`config.mk`:
```
export PLATFORM = sky130hd
export DESIGN_NAME = rr_mux4to1
export DESIGN_NICKNAME = d
export VERILOG_FILES = /design/src/rtl/rr_mux4to1.sv
export SDC_FILE = /design/constraint.sdc
export NUM_CORES = 1
export LEC_CHECK = 0
export ABC_AREA = 1
export CORE_MARGIN = 3
export CORE_UTILIZATION = 43
export DETAILED_ROUTE_END_ITERATION = 10
export HOLD_SLACK_MARGIN = 0.15
export PLACE_DENSITY = 0.81
export SLEW_MARGIN = 20
export SYNTH_ARGS = -nofsm -noshare
export SYNTH_HDL_FRONTEND = slang
export SYNTH_SLANG_ARGS = --single-unit
```
`constraint.sdc`:
```
create_clock -name clk -period 2.9 [get_ports clk]
set_input_delay 0.58 -clock clk [delete_from_list [all_inputs] [get_ports clk]]
set_output_delay 0.58 -clock clk [all_outputs]
set_load 0.02 [all_outputs]
```
`src/rtl/rr_mux4to1.sv`:
```
// Purpose: merge four valid/ready producer lanes into one registered output stream, round-robin fair.
// Latency: one cycle; a word granted at edge N is on out_data with out_valid=1 right after edge N.
// Backpressure: out_valid & !out_ready freezes the output register and drops every in_ready to 0.
//
// Ports:
//   clk, rst                 rising-edge clock, synchronous active-high reset
//   in_valid[3:0]            per-lane request
//   in_data[4*WIDTH-1:0]     lane i data on [i*WIDTH +: WIDTH]
//   in_ready[3:0]            one-hot grant, lane i transfers this cycle
//   out_valid/out_data       registered output word
//   out_sel[1:0]             lane the registered word came from
//   out_ready                downstream accepts the word this cycle
module rr_mux4to1 #(
    parameter int WIDTH = 8
) (
    input  logic                 clk,
    input  logic                 rst,
    input  logic [3:0]           in_valid,
    input  logic [4*WIDTH-1:0]   in_data,
    output logic [3:0]           in_ready,
    output logic                 out_valid,
    output logic [WIDTH-1:0]     out_data,
    output logic [1:0]           out_sel,
    input  logic                 out_ready
);

    // Lane with first priority on the next grant.
    logic [1:0] ptr;

    logic       free;
    logic       found;
    logic [1:0] gidx;
    logic [1:0] idx;
    logic [3:0] grant;
    logic       take;

    // The output register can accept a new word when it is empty or being drained.
    assign free = !out_valid || out_ready;

    // Rotating priority scan: ptr, ptr+1, ptr+2, ptr+3; the 2-bit add wraps 3 -> 0.
    always_comb begin
        found = 1'b0;
        gidx  = ptr;
        idx   = ptr;
        grant = 4'b0000;
        for (int k = 0; k < 4; k++) begin
            idx = ptr + 2'(k);
            if (!found && in_valid[idx]) begin
                found       = 1'b1;
                gidx        = idx;
                grant[idx]  = 1'b1;
            end
        end
    end

    // No transfer is allowed while reset is asserted, even though the scan still runs.
    assign take     = free && found && !rst;
    assign in_ready = take ? grant : 4'b0000;

    always_ff @(posedge clk) begin
        if (rst) begin
            out_valid <= 1'b0;
            out_data  <= '0;
            out_sel   <= 2'd0;
            ptr       <= 2'd0;
        end else if (free) begin
            if (found) begin
                out_valid <= 1'b1;
                out_data  <= in_data[gidx*WIDTH +: WIDTH];
                out_sel   <= gidx;
                ptr       <= gidx + 2'd1;
            end else begin
                // Idle: drop valid but keep data, lane index and priority as they were.
                out_valid <= 1'b0;
            end
        end
    end

endmodule

```
# Yosys cells after proc, flatten, opt, wreduce, memory -nomap -nowiden
# Index checks and enable logic that the tools add are counted.
dict set report classes {
  muxes 29
  shifts 1
  bitwise 3
  add_sub_neg 4
  n_reduce_logical 16
  magnitude_cmp 8
  eq_ne 0
  div 0
  mul 0
}
# op count
set ops {}
lappend ops {{$shiftx 32x6->8} 1}
lappend ops {{$mux 4} 5}
lappend ops {{$mux 1} 13}
lappend ops {{$lt 2x3->1 const B} 4}
lappend ops {{$or 4x4->4} 3}
lappend ops {{$logic_and 1x1->1} 9}
lappend ops {{$bmux 1 s2} 4}
lappend ops {{$demux 1 s2} 4}
lappend ops {{$ge 2x1->1 const B} 4}
lappend ops {{$mux 2} 3}
lappend ops {{$logic_not 1->1} 5}
lappend ops {{$add 2x1->2 const B} 2}
lappend ops {{$add 2x2->2 const B} 2}
lappend ops {{$reduce_and 2->1} 1}
lappend ops {{$logic_or 1x1->1} 1}
dict set report totals {
  mem_bits_ro 0
  in_bits 39
  ff_bits 13
  out_inout_bits 15
  word_cells 65
  ram_bits 0
  latch_bits 0
  memories 0
}

# Logic depth before layout (Yosys ltp)
# Gate-level depths: netlist (run 1).
dict set report depth {
  word_depth 15
  depth_mapped 18
  ltp_nobuf 16
}

# Worst setup path after synthesis (run 1)
# Ideal clock, no wire load.
dict set report synth_path {
  kind {reg-to-output}
  startpoint {register ptr[1]}
  endpoint {output in_ready[0]}
  required_time_ns 2.320
  arrival_ns 2.226
  stages_incl_launch_ff 13
  n_path_buf 0
  setup_slack_ns 0.094
  cell_sequence {dfxtp_1 -> inv_1 -> ha_1 -> inv_1 -> nand3_1 -> nand2_1 -> nand2_4 -> nor3_2 -> a21oi_4 -> inv_2 -> nor2_1 -> inv_2 -> a31oi_1}
}
dict set report synth_between {
  elab_chain_len 15
  word_cells_on_any_way 51
  cone_classes {add/sub (3); order compare (8); mux (25); bitwise (3); reduce/logical (12)}
}
# item line
set synth_lines {}
lappend synth_lines {{start, declared} 28} ;# logic [1:0] ptr;
lappend synth_lines {{start signal, assigned} 71} ;# ptr <= gidx + 2'd1;
lappend synth_lines {{branches (longest 14 deep; another with $lt 2x3->1)} -}
lappend synth_lines {{$mux 4 *} 58} ;# assign in_ready = take ? grant : 4'b0000;
lappend synth_lines {{end, declared} 20} ;# output logic [3:0] in_ready,
# Every way passes the cells marked *. The select of a mux whose other input is x is not followed.

# Worst setup path in the final report (run 1)
dict set report layout_path {
  startpoint {input in_valid[0]}
  endpoint {output in_ready[0]}
}
dict set report layout_between {
  elab_chain_len 15
  word_cells_on_any_way 28
  cone_classes {mux (17); bitwise (3); reduce/logical (8)}
}
# item line
set layout_lines {}
lappend layout_lines {{start, declared} 18} ;# input logic [3:0] in_valid,
lappend layout_lines {{$bmux 1 s2} 48} ;# if (!found && in_valid[idx]) begin
lappend layout_lines {{$mux 1 (not written as such)} 48}
lappend layout_lines {{$mux 1} 48}
lappend layout_lines {{$logic_not 1->1} 48}
lappend layout_lines {{$logic_and 1x1->1} 48}
lappend layout_lines {{$mux 1} 48}
lappend layout_lines {{$logic_not 1->1} 48}
lappend layout_lines {{$logic_and 1x1->1} 48}
lappend layout_lines {{$mux 1} 48}
lappend layout_lines {{$logic_not 1->1} 48}
lappend layout_lines {{$logic_and 1x1->1} 48}
lappend layout_lines {{$mux 1} 48}
lappend layout_lines {{$logic_and 1x1->1 (2 in a row)} 57} ;# assign take = free && found && !rst;
lappend layout_lines {{$mux 4 *} 58}
# Every way passes the cells marked *; elsewhere a longest branch is shown, timed or not. The select of a mux whose other input is x is not followed.

==> reports/metrics.yaml, run 1 <==
multi_input_area_um2: 927.1
synth_warnings: 0
p_per_area_mw_per_mm2: 1131
end_kind: "output pin"
clk_pin_slew_worst_paths_ns: 0.08
design_area_mm2: 0.002008
die_y_um: 61.07
arrival_ns: 2.18
ys_seq_elements: 13
drc: 0
layout-drive-gt1-share: 0.1745
clockBufferDepth: 2
worstMarginPinSlew_ns: 0.2669
grt_max_degree: 18
die_w_um: 61.07
p_sw_frac: 0.5422
synth_mux_area_frac: 0
synth_top_family_by_area: "simple AND/OR/NAND/NOR gates"
antenna_left: 0
cts_tree: "done"
status: "complete, no violations"
seqPwrFrac: 0.127
core_mm2: 0.002829
num_rows: 19
antennaDiodeCount: 0
combPwrFrac: 0.821
hpwlAfterDp_um: 2945
nNetsFinal: 345
p_switching_uw: 1232
cts_htree_levels: 1
seq_area_um2: 260.3
synthXorXnorAreaFrac: 0
grt_first_pass_wirelength_um: 6009
grtUsageMet2: 0.3671
maxCapViolations: 0
grt_setup_unrepaired: "no"
synth.area.top_cells: "nand2_1, dfxtp_1, nand3_1"
first_global_vias: 1468
track_usage: 0.2098
cellLeakagePower_uw: 0.001036
finClkSkew_ns: 0.002398
slew_viol_final: 0
internal_power_uw: 1040
period_share: 0.9508
syn_inst: 225
synth_area_per_cell_um2: 5.794
cts_setup_buffers: 0
die_area_mm2: 0.003729
p_total_uw: 2272
cts_sinks: 13
numCtsBuffers: 3
netlist.area_leader.share: 0.2562
rr_worst_depth: 14
overflow: 0
antenna_found_initial: 0
io_buffers: 53
relSlewSlack: 0.8211
max_freq_mhz: 362.7
min_path_cells: 2
busiest_layer: "met2"
nFillCells: 237
netlist_area_mm2: 0.001304
worstSetupPathType: "input pin to output pin"
holdWs_ns: 0.4648
wl_per_cell_um: 11.37
hp-class: "flip-flop to flip-flop"
finalCriticalPeriod_ns: 2.757
first_iter_violations: 54
cts_hold_buffers: 0
ir_worst_vdd_mv: 0.5673
hold_viol: 0
vias: 1624
setup_viol_count_final: 0
ys_types: 26
placedInstanceArea_mm2: 0.001994
clkPwrFrac: 0.052
synthSimpleGateAreaFrac: 0.5470
synth-compound-area-share: 0.09117
crit_required_ns: 2.32
ys_seq_area_frac: 0.1996
dr.pass1.iters: 4
yosys.area_share.adder: 0.06718
clockRootBuffer: "clkbuf_4"
grt.met1_usage: 0.2560
clkLatencyLatePin_ns: 0.29
place.gp.congestion: 0.8550
use_met3: 0.05241
cp_max_fo: 4
wirelength_um: 3742
start_util: 0.4609
yosys.area.top_type: "nand2_1"
vias_per_cell: 4.936
synth_nets: 271
area_growth_syn_to_layout_pct: 54.03
worstSetupStartpointType: "input pin"
pin_count: 54
[logic make-up after synthesis]
logic type,after synthesis
adder cells (fa/ha/maj),7
buffers and inverters,26
AND/OR/NAND/NOR,160
AO/OA/AOI/OAI,19
flip-flops,13
[layer usage]
layer / up-vias / wire length [um]
li1: 868 / -
met5: - / 0
met1: 702 / 1651
met4: 0 / 41
met2: 48 / 1822
met3: 6 / 227
[flip-flops by register name (all words and copies together) (netlist names)]
name,count
out_valid,1
out_data,8
ptr,2
out_sel,2
[path summary, 6_finish.rpt]
path                             startpoint           to  slack, ns
worst max register to register       ptr[0]       ptr[1]       0.61
worst min register to register   out_sel[0]   out_sel[0]       0.46
worst min-delay path             out_sel[0]   out_sel[0]       0.46
worst max-delay path            in_valid[0]  in_ready[0]       0.14
[per-stage QoR]
stage	util	setup TNS, ns	std cells	setup WS (ns)
5_1_grt	0.7099	0	329	0.01549
3_3_place_gp	0.7050	-1.070	325	-0.2795
6_report	0.7099	0	329	0.1427
4_1_cts	0.7116	0	329	0.01954
3_5_place_dp	0.7050	-1.294	325	-0.3420
2_1_floorplan	-	0	225	0.09444
[worst max-delay path: stages]
cell and delay, ns:
clkdlybuf4s50_1 0.49, nand2_1 0.09, nand3_1 0.09, nand2_1 0.11, nand2_4 0.09, nor3_2 0.05
a21oi_4 0.13, inv_2 0.05, nor2_2 0.11, inv_2 0.06, a31oi_1 0.13, buf_2 0.18
[synth_stat cells, drive strengths merged]
cell	n
nand2	98
nand3	35
nor2	25
inv	19
dfxtp	13
a21oi	7
ha	7
o21ai	6
buf	5
a31oi	3
a22oi	2
a221oi	1
clkbuf	1
clkinv	1
nand4	1
nor3	1
[layout make-up]
| cell class | instances | share of cell area |
|---|---|---|
| timing repair buffer | 75 | 0.3364 |
| tap | 31 | 0.01931 |
| inverter | 20 | 0.03988 |
| sequential | 13 | 0.1296 |
| multi-input combinational | 186 | 0.4617 |
| clock buffer | 4 | 0.01308 |
[layout by cell type (no fill, tap or decap), types with 4 or more instances in the layout]
cell	n
ha_1	7
inv_2	4
inv_1	14
nand3_1	32
buf_4	22
buf_2	4
nand2_1	89
clkdlybuf4s50_1	49
nor2_1	21
nand2_2	6
dfxtp_1	13
o21ai_1	4
a21oi_1	6
[power groups by stage]
stage	sequential (uW)	clock (uW)	combinational, uW
floorplan	361	0	1190
global placement	290	0	1840
detailed placement	291	0	1860
CTS	289	118	1860
global route	296	127	2100
finish	288	118	1870
[timing repair]
item / 4_1_cts / 5_1_grt
setup endpoints to repair: 4 / 4
gates resized for setup: 16 / 5
pin swaps: 0 / 0
endpoints found under the hold margin: 0 / 0
Power figures use the tool's default switching activity.
==> run 2: changes to the inputs <==
Clock period 2.9 ns to 2.8 ns, I/O delays scaled along.
==> reports/metrics.yaml, run 2 (same netlist as run 1, synthesis figures left out) <==
status: "complete, no violations"  # unchanged
first_global_vias: 1484  # was 1,468
r2r_slack_ns: 0.56  # was 0.61 ns
mostFrequentLayoutCells: "nand2_1, clkdlybuf4s50_1, nand3_1"  # unchanged
end_kind: "output pin"  # unchanged
largest_reg_flops: 8  # unchanged
num_rows: 19  # unchanged
multi_input_area_um2: 934.6  # was 927.1 um2
first_iter_violations: 59  # was 54
place_worst_setup_slack_ns: -0.4023  # was -0.3420 ns
period_share: 0.9608
largest-register: "out_data"  # unchanged
grt_max_degree: 18  # unchanged
reg2reg_from: "ptr[0]"  # unchanged
maxCapViolations: 0  # unchanged
hold_viol: 0  # unchanged
start_util: 0.4609  # unchanged
worstSetupStartpointType: "input pin"  # unchanged
cp_max_fo: 4  # unchanged
numCtsBuffers: 3  # unchanged
seq_area_um2: 261.5  # was 260.3 um2
layout_setup_ws_ns: 0.1097  # was 0.1427 ns
crit_path_end: "in_ready[3]"  # was in_ready[0]
slew_viol_final: 0  # unchanged
layout-drive-gt1-share: 0.1812  # was 0.1745
crit_required_ns: 2.24  # was 2.32 ns
antenna_found_initial: 0  # unchanged
placedInstanceArea_mm2: 0.001994  # unchanged
die_area_mm2: 0.003729  # unchanged
rr_worst_depth: 14  # unchanged
top_regs: "out_data x8, out_sel x2, ptr x2"  # unchanged
r2r_end: "ptr[1]"  # unchanged
ir_worst_vdd_mv: 0.6263  # was 0.5673 mV
arrival_ns: 2.13  # was 2.18 ns
cts_sinks: 13  # unchanged
design_area_mm2: 0.002024  # was 0.002008 mm2
cp-startpoint: "in_valid[0]"  # unchanged
cellLeakagePower_uw: 0.001046  # was 0.001036 uW
cts_hold_buffers: 0  # unchanged
place.gp.congestion: 0.8552  # was 0.8550
antenna_left: 0  # unchanged
layout.cells.most_common: "nand2_1"  # unchanged
nNetsFinal: 345  # unchanged
track_usage: 0.2080  # was 0.2098
core_mm2: 0.002829  # unchanged
wl_per_cell_um: 11.43  # was 11.37 um
hpwlAfterDp_um: 2911  # was 2945 um
relSlewSlack: 0.8036  # was 0.8211
clockRootBuffer: "clkbuf_4"  # unchanged
die_w_um: 61.07  # unchanged
cts_tree: "done"  # unchanged
die_y_um: 61.07  # unchanged
grt_first_pass_wirelength_um: 6003  # was 6009 um
drc: 0  # unchanged
nFillCells: 249  # was 237
area_growth_syn_to_layout_pct: 55.28  # was 54.03%
worstMarginPinSlew_ns: 0.2930  # was 0.2669 ns
overflow: 0  # unchanged
hp-class: "flip-flop to flip-flop"  # unchanged
clkLatencyLatePin_ns: 0.28  # was 0.29 ns
cts_htree_levels: 1  # unchanged
antennaDiodeCount: 0  # unchanged
cts_setup_buffers: 0  # unchanged
io_buffers: 53  # unchanged
setup_viol_count_final: 0  # unchanged
clk_pin_slew_worst_paths_ns: 0.08  # about the same
pin_count: 54  # unchanged
dr.pass1.iters: 4  # unchanged
finalCriticalPeriod_ns: 2.690
max_freq_mhz: 371.7
vias_per_cell: 4.936  # unchanged
worstSetupPathType: "input pin to output pin"  # unchanged
p_per_area_mw_per_mm2: 1172  # was 1131 mW/mm2
clockBufferDepth: 2  # unchanged
finClkSkew_ns: 0.004930  # was 0.002398 ns
min_path_cells: 2  # unchanged
vias: 1624  # unchanged
wirelength_um: 3759  # was 3742 um
-- run 2: changes by cell type in the layout (fill, tap and decap cells not counted) --
| cell | delta |
|---|---|
| dfxtp_1 | -1 |
| nor2_2 | -1 |
| nor2_4 | +1 |
| buf_2 | -2 |
| buf_4 | +2 |
| nand2_2 | +1 |
| nand2_1 | -1 |
| dfxtp_2 | +1 |
| dlymetal6s2s_1 | +1 |
| clkdlybuf4s50_1 | -1 |
-- run 2: through the flow --
step	setup TNS, ns	instances	hold slack (ns)	util	power [uW]
2_1_floorplan	0	225	0.5368	-	1607
3_3_place_gp	-1.310	325	0.4469	0.7050	2206
3_5_place_dp	-1.548	325	0.4523	0.7050	2219
4_1_cts	0	329	0.4648	0.7125	2352
5_1_grt	-0.01327	329	0.5056	0.7156	2633
6_report	0	329	0.4654	0.7156	2372
-- run 2: worst min path at each step --
stage / start / to / slack [ns]
after floorplan: out_sel[0] / out_sel[0] / 0.54
after global placement: out_sel[0] / out_sel[0] / 0.45
after detailed placement: out_sel[0] / out_sel[0] / 0.45
after CTS: out_sel[0] / out_sel[0] / 0.46
after global routing: out_sel[0] / out_sel[0] / 0.51
final: out_sel[0] / out_sel[0] / 0.47
-- run 2: critical path, stage by stage --
cell,delay [ns]
clkdlybuf4s50_1,0.50
nand2_1,0.10
nand3_1,0.12
nand2_2,0.09
nand2_4,0.07
nor3_2,0.05
a21oi_4,0.13
inv_2,0.07
nor2_4,0.09
inv_2,0.05
a31oi_1,0.12
buf_2,0.18
-- run 2: timing repair --
action                                  CTS  global route
gates resized for setup                  20             7
cloned                                    0             0
endpoints found under the setup margin    4             4
-- run 2: where the power goes --
part / leakage (uW) / switching (uW) / internal, uW
Sequential: 0.000108 / 38.8 / 260
Combinational: 0.000923 / 1180 / 773
Clock: 0.0000150 / 63.4 / 55.3
Total: 0.00105 / 1280 / 1090
-- run 2: layout make-up --
type	instances	share of cell area
clock buffers	4	0.01298
well taps	31	0.01916
multi-input cells	186	0.4617
flip-flops and latches	13	0.1292
repair buffers	75	0.3375
inverters	20	0.03956
-- run 2: metal layers --
layer	GRT usage	up-vias	part of all wire	routed length (um)
met5	0	-	0	0
met4	0.04644	0	0.011	42
met3	0.06080	4	0.063	237
met2	0.3656	43	0.49	1856
met1	0.2494	714	0.43	1622
li1	-	863	-	-
==> run 3: changes to the inputs <==
Settings changed: ABC_CLOCK_PERIOD_IN_PS set to 2800, GPL_ROUTABILITY_DRIVEN set to 0, SLEW_MARGIN 20 to 40.
==> results of run 3 <==
Same layout as run 2: the final DEF is identical, and so are final timing and power.
